[src/rtl/i2c_rx_detect.sv]
// I2C slave receive front end: pad synchronizers, START/STOP detection,
// byte shifting and ACK-window tracking.
module i2c_rx_detect #(
    parameter logic [6:0] SLAVE_ADDR = 7'b1111000
) (
    input  logic       clk,
    input  logic       rst,
    input  logic       scl_in,
    input  logic       sda_in,
    output logic [7:0] rx_data,
    output logic       byte_valid,
    output logic       start_found,
    output logic       stop_found,
    output logic       addr_match,
    output logic       rw_mode,
    output logic       ack_window,
    output logic       ack_sampled,
    output logic       ack_value
);

    typedef enum logic [2:0] {
        IDLE     = 3'd0,
        ADDR     = 3'd1,
        ADDR_ACK = 3'd2,
        DATA     = 3'd3,
        DATA_ACK = 3'd4
    } state_t;

    state_t     state;
    logic [2:0] bit_cnt;
    logic [7:0] shift;
    logic       ack_done;

    logic scl_m, scl_s, scl_p;
    logic sda_m, sda_s, sda_p;

    logic       scl_rise;
    logic       scl_fall;
    logic       start_c;
    logic       stop_c;
    logic [7:0] shift_nxt;

    // Two-flop synchronizers plus one history flop per line; idle bus is high.
    always_ff @(posedge clk or posedge rst) begin
        if (rst) begin
            scl_m <= 1'b1;
            scl_s <= 1'b1;
            scl_p <= 1'b1;
            sda_m <= 1'b1;
            sda_s <= 1'b1;
            sda_p <= 1'b1;
        end else begin
            scl_m <= scl_in;
            scl_s <= scl_m;
            scl_p <= scl_s;
            sda_m <= sda_in;
            sda_s <= sda_m;
            sda_p <= sda_s;
        end
    end

    // Edge and bus-condition terms from the synchronized lines.
    always_comb begin
        scl_rise  = scl_s & ~scl_p;
        scl_fall  = ~scl_s & scl_p;
        start_c   = scl_s & scl_p & sda_p & ~sda_s;
        stop_c    = scl_s & scl_p & ~sda_p & sda_s;
        shift_nxt = {shift[6:0], sda_s};
    end

    // Receive FSM; STOP beats START beats ordinary SCL activity.
    always_ff @(posedge clk or posedge rst) begin
        if (rst) begin
            state       <= IDLE;
            bit_cnt     <= 3'd0;
            shift       <= 8'h00;
            ack_done    <= 1'b0;
            rx_data     <= 8'h00;
            byte_valid  <= 1'b0;
            start_found <= 1'b0;
            stop_found  <= 1'b0;
            addr_match  <= 1'b0;
            rw_mode     <= 1'b0;
            ack_window  <= 1'b0;
            ack_sampled <= 1'b0;
            ack_value   <= 1'b0;
        end else begin
            byte_valid  <= 1'b0;
            start_found <= 1'b0;
            stop_found  <= 1'b0;
            ack_sampled <= 1'b0;
            if (stop_c) begin
                stop_found <= 1'b1;
                addr_match <= 1'b0;
                ack_window <= 1'b0;
                ack_done   <= 1'b0;
                bit_cnt    <= 3'd0;
                shift      <= 8'h00;
                state      <= IDLE;
            end else if (start_c) begin
                start_found <= 1'b1;
                addr_match  <= 1'b0;
                ack_window  <= 1'b0;
                ack_done    <= 1'b0;
                bit_cnt     <= 3'd0;
                shift       <= 8'h00;
                state       <= ADDR;
            end else begin
                case (state)
                    IDLE: begin
                        state <= IDLE;
                    end
                    ADDR, DATA: begin
                        if (scl_rise) begin
                            shift <= shift_nxt;
                            if (bit_cnt == 3'd7) begin
                                bit_cnt    <= 3'd0;
                                rx_data    <= shift_nxt;
                                byte_valid <= 1'b1;
                                if (state == ADDR) begin
                                    addr_match <= (shift_nxt[7:1] == SLAVE_ADDR);
                                    rw_mode    <= shift_nxt[0];
                                    state      <= ADDR_ACK;
                                end else begin
                                    state <= DATA_ACK;
                                end
                            end else begin
                                bit_cnt <= bit_cnt + 3'd1;
                            end
                        end
                    end
                    ADDR_ACK, DATA_ACK: begin
                        if (!ack_window && !ack_done && scl_fall) begin
                            // A foreign address never opens an ACK window.
                            if (state == ADDR_ACK && !addr_match) begin
                                state <= IDLE;
                            end else begin
                                ack_window <= 1'b1;
                            end
                        end else if (ack_window && !ack_done && scl_rise) begin
                            ack_value   <= sda_s;
                            ack_sampled <= 1'b1;
                            ack_done    <= 1'b1;
                        end else if (ack_done && scl_fall) begin
                            ack_window <= 1'b0;
                            ack_done   <= 1'b0;
                            bit_cnt    <= 3'd0;
                            shift      <= 8'h00;
                            state      <= DATA;
                        end
                    end
                    default: begin
                        state <= IDLE;
                    end
                endcase
            end
        end
    end

endmodule

[config.mk]
export PLATFORM = sky130hd
export DESIGN_NAME = i2c_rx_detect
export DESIGN_NICKNAME = d
export VERILOG_FILES = /design/src/rtl/i2c_rx_detect.sv
export SDC_FILE = /design/constraint.sdc
export NUM_CORES = 1
export LEC_CHECK = 0
export BUFFER_PORTS_ARGS = -buffer_cell sky130_fd_sc_hd__buf_2
export CORE_ASPECT_RATIO = 1.2
export CORE_MARGIN = 2
export CORE_UTILIZATION = 25
export CTS_BUF_LIST = sky130_fd_sc_hd__clkbuf_4
export DETAILED_ROUTE_END_ITERATION = 16
export GPL_TIMING_DRIVEN = 0
export SYNTH_ARGS = -nofsm -noshare
export SYNTH_HDL_FRONTEND = slang
export SYNTH_SLANG_ARGS = --single-unit
[constraint.sdc]
create_clock -name clk -period 2.2 [get_ports clk]
set_input_delay 0.22 -clock clk [delete_from_list [all_inputs] [get_ports clk]]
set_output_delay 0.22 -clock clk [all_outputs]
set_load 0.02 [all_outputs]
==> out/results.txt <==
fraction of layout cells with a size suffix above 1 -> 0.251
Hold Path Class -> reg2reg
pin count of the biggest net entering global routing -> 23
final net count -> 180
Critical Path Fanout Max -> 10
# DRC -> 0
leak pwr -> 1.01 nW
maxcap violations -> 0
DR pass1 iterations -> 4
Max Slew Vio Count -> 0
register area -> 908 um2
Avg WL per Cell -> 12.6 um
arrival time of the worst setup path -> 2.21 ns
Setup Fix Bufs, Post-CTS -> 0
min Tclk post-route -> 1.96 ns
instance count of the mapped netlist -> 144
fillers -> 672
die height -> 93.3 um
CTS tree -> yes
Cell variety after synth -> 42
CP Launch Type -> flip-flop
vias -> 1166
Achievable Freq -> 509 MHz
Crit path largest cell delay -> 0.54 ns
clock root buffer -> clkbuf_4
top post-synthesis cells by count -> dfrtp_1, inv_1, mux2i_1, nand2_1, mux2_1
Clock Path Buffers -> 2
Synth-to-Final Area Change -> 19.1%
Routed WL -> 3280 um
Seq/Total Area, Yosys -> 0.546
clock group share of total power -> 0.186
first-pass GRT wire length -> 5860 um
largest cells by area after synthesis -> dfrtp_1, dfstp_2, mux2i_1, mux2_1, inv_1
Ports -> 20
global route total overflow -> 0
setup violators final -> 0
switching portion of total power -> 0.362
critical setup path kind -> reg2reg
Multi-input gate area -> 671 um2
Buf/Inv on CP -> 2
peak supply drop -> 379 uV
aggregate global-route resource usage -> 0.103
cell taking the most area after synthesis -> dfrtp_1
outcome -> finished clean
antenna cells -> 0
sequential share of power -> 0.507
Clock Pin Slew Worst Setup and Hold Paths -> 0.12 ns
Post-synth ARST share -> 1.00
Worst Setup SP -> sda_s$_DFF_PP1_
number of cell rows -> 32
GP Congestion -> 0.847
crit-path leading delay family -> flip-flops
power share of the combinational group -> 0.308
area of the die -> 7320 um2
mapped cell area -> 1660 um2
final hold viol count -> 0
hpwl dp -> 2360 um
fin crit share -> 0.892
most common cell in the synthesized netlist -> dfrtp_1
number of flops mapped to enable cells by yosys -> 0
CTS Buf Count -> 5
Final Skew -> 0.0193 ns
Starting Density -> 0.258
P_int -> 1.18 mW
post-synth top area share -> 0.451
RSZ-0062 raised after global routing -> false
critical-path cell list -> buf_2 -> xnor2_2 -> mux2i_1 -> a32oi_1 -> buf_6 -> mux2_4
syn avg cell area -> 11.5 um2
Req. time, crit path -> 2.44 ns
H-Tree Depth -> 2
PwrDens -> 938 nW/um2
Post-DRT Antenna Nets -> 0
Slew headroom -> 0.575
Initial DRC Count -> 79
Sw Pwr -> 0.672 mW
Syn Nets -> 150
cell at the slowest stage of the critical path -> dfstp_2
Via density -> 4.48
insertion delay to the later sink of the worst-skew pair -> 0.34 ns
reg2reg start -> sda_s$_DFF_PP1_
Seq cells post-synth -> 36
Sinks on Clock Net -> 36
setup TNS -> 0 ns
Final Core Density -> 0.307
IO buf count -> 19
worst slew pin tran -> 0.637 ns
core area -> 6450 um2
min-delay src -> sda_m$_DFF_PP1_
Die Wd -> 78.5 um
number of global-route vias before repair -> 1207
Worst setup EP type -> flip-flop
Ys Warns -> 0
number of antenna violations at the first check in global routing -> 0
Most used DFF post-synth -> dfrtp_1
[cells by family (layout without fill, tap and decap cells)]
group                      after synthesis  in the layout  share of synthesized area
xor gates and xnor gates                 2              2                     0.0196
and+or+nand+nor                         39             39                      0.129
DFF                                     36             36                      0.546
adders and majority gates                2              2                     0.0150
buffers and inverters                   21             52                     0.0542
muxes                                   23             23                      0.149
AOI/OAI and AO/OA                       21             21                     0.0873
[state kept, by name, summed over array words and instances (netlist names), 3 cells and up]
signal and cells:
rx_data 8, shift 7, bit_cnt 3, state 3
[worst reg2reg max path, cell delays in order (launching register included)]
cell and delay [ns]:
dfstp_2 0.54, buf_2 0.20, xnor2_2 0.23, mux2i_1 0.14, a32oi_1 0.25, buf_6 0.22
mux2_4 0.31
[metal layers]
layer  wire (um)  up-vias  part of all wire  track usage
li1            -      561                 -            -
met1        1450      585              0.44        0.126
met2        1670       15              0.51        0.174
met4          51        0             0.016       0.0409
met5           0        -                 0            0
met3         109        5             0.033       0.0270
[stage by stage]
step / total power, mW / instance area, um2 / hold slack, ns / worst slack [ns] / cells
2_1_floorplan: 1.36 / 1660 / 0.224 / 0.454 / 144
3_3_place_gp: 1.50 / 1860 / 0.327 / 0.248 / 248
3_5_place_dp: 1.52 / 1890 / 0.331 / 0.197 / 249
4_1_cts: 1.87 / 1970 / 0.362 / 0.181 / 260
5_1_grt: 2.01 / 1980 / 0.370 / 0.0993 / 260
6_report: 1.86 / 1980 / 0.361 / 0.237 / 260
[power by group through the flow]
| stage | combinational, mW | clock (mW) | sequential, mW |
|---|---|---|---|
| after floorplan | 0.411 | 0 | 0.946 |
| after global placement | 0.547 | 0 | 0.951 |
| after detailed placement | 0.563 | 0 | 0.956 |
| after CTS | 0.570 | 0.356 | 0.943 |
| after global routing | 0.645 | 0.390 | 0.972 |
| final | 0.571 | 0.345 | 0.941 |
[repair_timing]
action,4_1_cts,5_1_grt
hold endpoints to repair,11,0
gates resized for setup,0,1
setup endpoints to repair,0,3
hold buffers,3,0
[layout by cell type (no fill, tap or decap), types with 2 or more instances in the layout]
cell / Yosys / routed
or3_1: 2 / 2
o211ai_1: 2 / 2
mux2_1: 9 / 9
dfstp_2: 6 / 6
a211oi_1: 2 / 2
dlygate4sd3_1: 0 / 3
nor2_1: 6 / 6
buf_2: 3 / 22
mux2i_1: 12 / 12
nor3b_1: 2 / 2
nor4bb_1: 2 / 2
inv_1: 17 / 17
dfrtp_1: 30 / 30
nand3_1: 2 / 2
nand2_1: 12 / 12
clkbuf_4: 0 / 6
ha_1: 2 / 2
o21ai_0: 5 / 5
nor2b_1: 2 / 2
clkinv_1: 0 / 2
a31oi_1: 2 / 2
a21oi_1: 2 / 2
nor4_1: 2 / 2
[final timing paths]
check / to / slack [ns] / cells after the start
worst max-delay path: shift[0]$_DFFE_PP0P_ / 0.24 / 6
min in group asynchronous: ack_value$_DFFE_PP0P_ / 0.49 / 3
worst min register to register: sda_s$_DFF_PP1_ / 0.36 / 0
worst max register to register: shift[0]$_DFFE_PP0P_ / 0.24 / 6
worst min-delay path: sda_s$_DFF_PP1_ / 0.36 / 0
max in group asynchronous: sda_s$_DFF_PP1_ / 1.08 / 4
[layout make-up]
type                            instances  share of cell area
Sequential cell                        36               0.459
Multi-Input combinational cell         87               0.339
Timing Repair Buffer                   23              0.0771
Tap cell                               85              0.0537
Inverter                               17              0.0322
Clock buffer                            6              0.0227
Buffer                                  4              0.0133
Clock inverter                          2             0.00379
(Power assumes the default switching activity.)
